`src/rtl/falling_object_mover.sv`:
```
//------------------------------------------------------------------------------
// Module      : falling_object_mover
// Description : Position engine for a falling object. Latches the spawn X
//               while loadX_i is high, then advances a fixed-point Y once per
//               video frame by the sanitised speed. Emits a one-cycle
//               exceed_o pulse when the object leaves the bottom of the screen.
// Revision    : 1.0 - initial release
//
// Optional feature macro: FALLING_OBJ_GRAVITY_EN
//   Defined   : an internal velocity grows by GRAVITY each frame (clamped to
//               MAX_SPEED); the input speed acts as a floor on the step.
//   Undefined : constant-speed motion using the sanitised input speed only.
//
// Ports:
//   clk_i          in   1       system clock
//   resetN_i       in   1       asynchronous active-low reset
//   startOfFrame_i in   1       one-cycle pulse per frame (only motion tick)
//   loadX_i        in   1       reload request: latch X, Y back to spawn
//   initialX_i     in   11 (s)  spawn X in pixels
//   visible_i      in   1       object active
//   speed_i        in   32 (s)  fall speed in sub-pixels/frame
//   topLeftX_o     out  11 (s)  current X in pixels
//   topLeftY_o     out  11 (s)  current Y in pixels (integer part, truncated)
//   exceed_o       out  1       one-cycle pulse: object passed BOTTOM_Y
//   falling_o      out  1       high while the object is falling
//------------------------------------------------------------------------------
`default_nettype none

module falling_object_mover #(
    parameter int FP_SHIFT  = 6,
    parameter int INITIAL_Y = -64,
    parameter int BOTTOM_Y  = 480,
    parameter int MAX_SPEED = 2048
`ifdef FALLING_OBJ_GRAVITY_EN
    ,
    parameter int GRAVITY   = 4
`endif
) (
    input  logic               clk_i,
    input  logic               resetN_i,
    input  logic               startOfFrame_i,
    input  logic               loadX_i,
    input  logic signed [10:0] initialX_i,
    input  logic               visible_i,
    input  logic signed [31:0] speed_i,
    output logic signed [10:0] topLeftX_o,
    output logic signed [10:0] topLeftY_o,
    output logic               exceed_o,
    output logic               falling_o
);

    localparam logic signed [31:0] Y_SPAWN = INITIAL_Y * (2 ** FP_SHIFT);

    typedef enum logic [1:0] {
        S_IDLE    = 2'd0,
        S_FALLING = 2'd1,
        S_EXITED  = 2'd2
    } state_t;

    state_t             state_q, state_d;
    logic signed [10:0] x_q, x_d;
    logic signed [31:0] y_q, y_d;
    logic               exceed_q, exceed_d;

    logic signed [31:0] eff;
    logic signed [31:0] step;
    logic        [32:0] sum_wide;
    logic signed [31:0] y_step;
    logic               crossed;

    // Negative speeds stall the object; large speeds are clamped.
    always_comb begin
        if (speed_i < 0) begin
            eff = '0;
        end else if (speed_i > MAX_SPEED) begin
            eff = MAX_SPEED;
        end else begin
            eff = speed_i;
        end
    end

`ifdef FALLING_OBJ_GRAVITY_EN
    logic signed [31:0] vel_q, vel_d;
    logic signed [31:0] vel_inc;
    logic signed [31:0] vel_tick;

    // Velocity after this frame's acceleration; the step uses the new value.
    always_comb begin
        vel_inc  = vel_q + GRAVITY;
        vel_tick = (vel_inc > MAX_SPEED) ? MAX_SPEED : vel_inc;
        step     = (vel_tick > eff) ? vel_tick : eff;
    end
`else
    always_comb begin
        step = eff;
    end
`endif

    // step is never negative, so only positive overflow needs saturating.
    always_comb begin
        sum_wide = {y_q[31], y_q} + {step[31], step};
        y_step   = (sum_wide[32:31] == 2'b01) ? 32'sh7FFF_FFFF : sum_wide[31:0];
        crossed  = ((y_step >>> FP_SHIFT) >= BOTTOM_Y);
    end

    always_comb begin
        state_d  = state_q;
        x_d      = x_q;
        y_d      = y_q;
        exceed_d = 1'b0;
`ifdef FALLING_OBJ_GRAVITY_EN
        vel_d    = vel_q;
`endif
        if (loadX_i) begin
            // Reload wins over every other event, including a tick or a crossing.
            x_d     = initialX_i;
            y_d     = Y_SPAWN;
            state_d = S_IDLE;
`ifdef FALLING_OBJ_GRAVITY_EN
            vel_d   = '0;
`endif
        end else begin
            case (state_q)
                S_IDLE: begin
                    if (visible_i) begin
                        state_d = S_FALLING;
                    end
                end
                S_FALLING: begin
                    if (startOfFrame_i) begin
                        y_d = y_step;
`ifdef FALLING_OBJ_GRAVITY_EN
                        vel_d = vel_tick;
`endif
                        if (crossed) begin
                            exceed_d = 1'b1;
                            state_d  = S_EXITED;
                        end else if (!visible_i) begin
                            state_d = S_IDLE;
                        end
                    end else if (!visible_i) begin
                        state_d = S_IDLE;
                    end
                end
                S_EXITED: begin
                    state_d = S_EXITED;
                end
                default: begin
                    state_d = S_IDLE;
                end
            endcase
        end
    end

    always_ff @(posedge clk_i or negedge resetN_i) begin
        if (!resetN_i) begin
            state_q  <= S_IDLE;
            x_q      <= '0;
            y_q      <= Y_SPAWN;
            exceed_q <= 1'b0;
        end else begin
            state_q  <= state_d;
            x_q      <= x_d;
            y_q      <= y_d;
            exceed_q <= exceed_d;
        end
    end

`ifdef FALLING_OBJ_GRAVITY_EN
    always_ff @(posedge clk_i or negedge resetN_i) begin
        if (!resetN_i) begin
            vel_q <= '0;
        end else begin
            vel_q <= vel_d;
        end
    end
`endif

    assign topLeftX_o = x_q;
    assign topLeftY_o = 11'(y_q >>> FP_SHIFT);
    assign exceed_o   = exceed_q;
    assign falling_o  = (state_q == S_FALLING);

endmodule

`default_nettype wire

```
`config.mk`:
```
export PLATFORM = sky130hd
export DESIGN_NAME = falling_object_mover
export DESIGN_NICKNAME = d
export VERILOG_FILES = /design/src/rtl/falling_object_mover.sv
export SDC_FILE = /design/constraint.sdc
export NUM_CORES = 1
export LEC_CHECK = 0
export ABC_CLOCK_PERIOD_IN_PS = 4900
export CORE_UTILIZATION = 45
export CTS_BUF_LIST = sky130_fd_sc_hd__clkbuf_8 sky130_fd_sc_hd__clkbuf_16
export DETAILED_ROUTE_END_ITERATION = 6
export MAX_ROUTING_LAYER = met4
export PLACE_DENSITY = 0.82
export SYNTH_ARGS = -nofsm -noshare
export SYNTH_HDL_FRONTEND = slang
export SYNTH_SLANG_ARGS = --single-unit
```
`constraint.sdc`:
```
create_clock -name clk_i -period 4.9 [get_ports clk_i]
set_clock_uncertainty 0.05 [all_clocks]
set_input_delay 0.49 -clock clk_i [delete_from_list [all_inputs] [get_ports clk_i]]
set_output_delay 0.49 -clock clk_i [all_outputs]
set_load 0.02 [all_outputs]
```
Word-level counts from Yosys, hierarchy flattened
Index checks and enable logic that the tools add are counted.

storage, ports and cells
  bits in registers = 46
  input bits = 48
  output and inout port bits = 24
  word-level logic and storage cells = 32

cells by class
  add/sub/neg operators = 1
  magnitude comparators = 3
  equality and inequality tests = 4
  multiplexer cells = 16
  reduce and logical (&&, ||, !) cells = 4

operators with widths
  kind                                                              number
  two-way mux 32 bit                                                6
  adder 32 x 32 -> 33 bit                                           1
  greater-than comparator 32 x 13 -> 1 bit (second input constant)  1
  less-than comparator 32 x 1 -> 1 bit (second input constant)      1
  >= comparator 26 x 10 -> 1 bit (second input constant)            1
  two-way mux 2 bit                                                 5
  one-hot mux 2 bit (3 select lines)                                1
  equality test 2 x 1 -> 1 bit (second input constant)              2
  two-way mux 1 bit                                                 4
  nonzero test 2 bit                                                2
  != test 3 bit (second input constant)                             1
  equality test 2 bit (second input constant)                       1
  logical NOT 2 bit                                                 1
  AND reduction 2 bit                                               1

Depth between registers and ports, before layout
  depth after elaboration = 11
  gate-level depth with buffers = 17
  depth with buffers taken out = 15

Worst setup path after synthesis
Ideal clock, no wire load.

  path kind = input port to flip-flop
  start = input port speed_i[11]
  end = register state_q[0]
  setup time = 0.066 ns
  arrival time = 3.788 ns
  data required time = 4.784 ns
  setup slack = 0.995 ns
  cell stages on the path = 16
  buffers on the path = 1
  path through = nor4b_1 > nand3_1 > o21ai_0 > clkbuf_1 > and3_1 > ha_1 > fa_1 > a21o_1 > a221o_2 > a21oi_2 > o21ai_0 > xor2_1 > and4_1 > or4b_1 > nor3_2 > o311a_1

between the ends
  word-level cells in the longest chain between the ends = 11
  elaborated cells on any way between the ends = 12
  classes of those cells = 1 x add/sub; 3 x order compare; 1 x eq/ne; 7 x mux

ends and longest elaborated chain
  item                                      RTL line  source
  start: declaration                        45        input logic signed [31:0] speed_i,
  greater-than comparator 32 x 13 -> 1 bit  75        end else if (speed_i > MAX_SPEED) begin
  two-way mux 32 bit                        75
  two-way mux 32 bit (*)                    73        if (speed_i < 0) begin
  adder 32 x 32 -> 33 bit (*)               101       sum_wide = {y_q[31], y_q} + {step[31], step};
  equality test 2 x 1 -> 1 bit              102       y_step = (sum_wide[32:31] == 2'b01) ? 32'sh7FFF_FFFF : sum_wide[31:0];
  two-way mux 32 bit (*)                    102
  >= comparator 26 x 10 -> 1 bit (*)        103       crossed = ((y_step >>> FP_SHIFT) >= BOTTOM_Y);
  two-way mux 2 bit (*)                     135       if (crossed) begin
  two-way mux 2 bit (*)                     130       if (startOfFrame_i) begin
  one-hot mux 2 bit (3 select lines) (*)    123       case (state_q)
  two-way mux 2 bit (*)                     114       if (loadX_i) begin
  end signal: assignment                    162       state_q <= state_d;
  end: declaration                          60        state_t state_q, state_d;

Every way passes the cells marked *; elsewhere a longest branch is shown, timed or not.
A chain may end at the register's enable or synchronous reset.

Final worst setup path
  start = input port speed_i[0]
  end = register state_q[0]

The elaborated chain is that of the path after synthesis.

==> results.cfg <==
[sta]
finalMaxSlewViolations = 0
hold_violations = 0
grt_setup_unrepaired = no
totalNegativeSetupSlack_ps = 0
tightestPinTransition_ps = 1040
timing.final.setup_violations = 0
setup_ws_ps = 167
timing.final.crit_period_ps = 4730
timing.final.crit_share_pct = 96.6
whs_ps = 300
fmax_ghz = 0.211
timing.slew.headroom_pct = 30.6

[placement]
buffer_ports.inserted = 71
dp_cells = 641
post-dp-hpwl_mm = 8.58
pre_cts_slack_ps = -120
routabilityCongestion = 0.977

[yosys]
synth_edf_count = 0
postSynthAreaPerCell_um2 = 8.82
synth_top_area_share_pct = 16.1
ys_dominant_reg_cell = sky130_fd_sc_hd__dfrtp_1
yosys_warnings = 0
synth_largest_area_cell = sky130_fd_sc_hd__dfrtp_1
yosys-top-cells-area = sky130_fd_sc_hd__dfrtp_1, sky130_fd_sc_hd__dfstp_2, sky130_fd_sc_hd__ha_1
synth.ff_latch_count = 46
synthesis.instances = 458
syn-cell-area_um2 = 4040
synth.yosys.seq_area_share_pct = 29.1
synth_cell_type_count = 74
postSynth.asyncResetShare_pct = 100

[final_layout]
area.sequential_um2 = 1180
post_route_cells_drive_above_1_share_pct = 14.2
flow.area_growth_from_synthesis_pct = 23.7
antenna_cells_inserted = 0
multi_input_comb_area_um2 = 2740
finish.net_count = 620
filler_cell_count_in_the_final_layout = 770
layout.cells.non_filler = 649

[die]
top_level_ports = 72
die_w_um = 96.7
core-area_um2 = 8720
floorplan.rows = 34
die_area_um2 = 9360
die_y_um = 96.7
start_util_pct = 46.3

[routing]
drt_first_iter_violations = 187
drt_wl_total_mm = 11.1
vias_per_cell = 5.97
dr_total_vias = 3874
avgRoutedWirePerCell_um = 17.0
drtPass1Iterations = 5
antenna_left = 0
drt_drc_violations_left = 0

[pwr]
ir_drop_uv = 113
cell_area_power_density_nw_per_um2 = 218
p_total_w = 0.00109
leakage_nw = 2.10

[cts]
numCtsBuffers = 5
cts.htree.levels = 2
clk-insertion-delay-late_ps = 310
ctsRootBufferMaster = sky130_fd_sc_hd__clkbuf_8
hold_buffers = 0
tritoncts_num_sinks = 46
post-cts-setup-buffer-count = 0
ctsLongestPathBuffers = 2
cts.clk_slew.worst_paths_ps = 90
cts_tree = done

[worst_setup_path]
worstSetupEndpointType = flop
path_class = in -> reg
critical_path.max_fanout = 8
timing.critical_path.arrival_ps = 4930
worst_ep_required_time_ps = 5100
start_kind = input port

[outcome]
status = complete, no violations

[global_route]
grt_max_degree = 47
grt_first_pass_wirelength_mm = 18.2
initial_antenna_violation_count = 0
grt_pass1_vias = 3897
gr-usage-all-layers_pct = 24.2
global_route.overflow_total = 0

[worst_hold_path]
hold_path.class = in -> async

[flow_run]
maxCapViolCount = 0
stage by stage:
step | area [um^2] | utilization, %
after floorplan | 4110 | -
after global placement | 4880 | 56.0
after detailed placement | 4880 | 56.0
after CTS | 4990 | 57.3
after global routing | 5000 | 57.3
final | 5000 | 57.3
power breakdown:
part	total, W	leakage [nW]	internal (W)	switching, W
clock	0.000298	0.0585	0.000153	0.000145
combinational	0.000373	1.50	0.000168	0.000205
sequential	0.000419	0.547	0.000406	0.0000132
layout make-up:
cell class	count	share of cell area (%)
Multi-Input combinational cell	395	54.8
Sequential cell	46	23.5
Timing Repair Buffer	85	16.2
Tap cell	108	2.70
Clock buffer	5	1.38
Clock inverter	3	0.876
Inverter	7	0.526
Yosys cell counts, drive strengths merged (6+ instances only):
library cell  number
xnor2             11
inv                7
o21ai             31
nand3              8
o21a               6
dfstp             20
nand4              9
nand2             45
and3              17
nand2b             6
xor2              14
and2               6
dfrtp             26
ha                31
clkbuf            10
a22o               7
mux2              11
nor2              32
nor3               8
a21o              10
o22a              16
a211oi             6
buf               18
a21oi             35
nor4               8
routing by layer:
| layer | wire length, um | vias up | global-route usage, % |
|---|---|---|---|
| li1 | - | 1864 | - |
| met1 | 4800 | 1844 | 29.1 |
| met2 | 5370 | 143 | 40.8 |
| met3 | 647 | 23 | 4.34 |
| met4 | 237 | 0 | 8.04 |
| met5 | 0 | - | - |
cell usage in the layout, fill, tap and decap left out, drive strengths merged, types with 9 or more instances in the layout:
cell type,instances
clkdlybuf4s50,70
nand2,45
a21oi,35
nor2,32
ha,31
o21ai,31
dfrtp,26
dfstp,20
conb,19
and3,17
o22a,16
buf,15
xor2,14
xnor2,11
mux2,11
a21o,10
nand4,9
critical path: stages:
cell and delay [ps]:
sky130_fd_sc_hd__clkdlybuf4s50_1 440, sky130_fd_sc_hd__nor4b_1 310, sky130_fd_sc_hd__nand3_1 100, sky130_fd_sc_hd__o21ai_0 230, sky130_fd_sc_hd__buf_4 220, sky130_fd_sc_hd__and3_1 150
sky130_fd_sc_hd__ha_1 240, sky130_fd_sc_hd__a21oi_1 230, sky130_fd_sc_hd__o211ai_1 120, sky130_fd_sc_hd__a221o_1 400, sky130_fd_sc_hd__buf_4 160, sky130_fd_sc_hd__or4_1 520
sky130_fd_sc_hd__a2111oi_0 630, sky130_fd_sc_hd__nand4_1 210, sky130_fd_sc_hd__nor3_2 270, sky130_fd_sc_hd__o311a_1 200
final timing paths:
check                                 end  slack, ps  cells after the start        from
setup / recovery               state_q[0]        170                     16  speed_i[0]
hold / removal                    y_q[10]        300                      1    resetN_i
setup reg to reg               state_q[0]       1150                     10      y_q[0]
hold reg to reg                    y_q[5]        450                      2      y_q[5]
max in group asynchronous  topLeftX_o[10]       3850                      1    resetN_i
min in group clk_i                 y_q[5]        450                      2      y_q[5]
state kept, by name, indices dropped and copies added, names as in the netlist:
name	count
state_q	2
topLeftX_o	11
y_q	32
exceed_o	1
cells by family (layout without fill, tap and decap cells):
kind of cell	count (synthesis)	after routing	share of synthesized area (%)
flip-flops	46	46	29.1
AND/OR/NAND/NOR	156	156	20.1
buffers and inverters	35	100	4.86
XOR/XNOR	25	25	5.42
other	1	19	0.0928
multiplexers	13	13	3.56
adder cells (fa/ha/maj)	32	32	10.1
AO/OA/AOI/OAI	150	150	26.7
what timing repair did:
action | in CTS | in global routing
gates resized for setup | 0 | 1
endpoints found under the hold margin | 0 | 0
endpoints found under the setup margin | 0 | 3
Power figures use the tool's default switching activity.
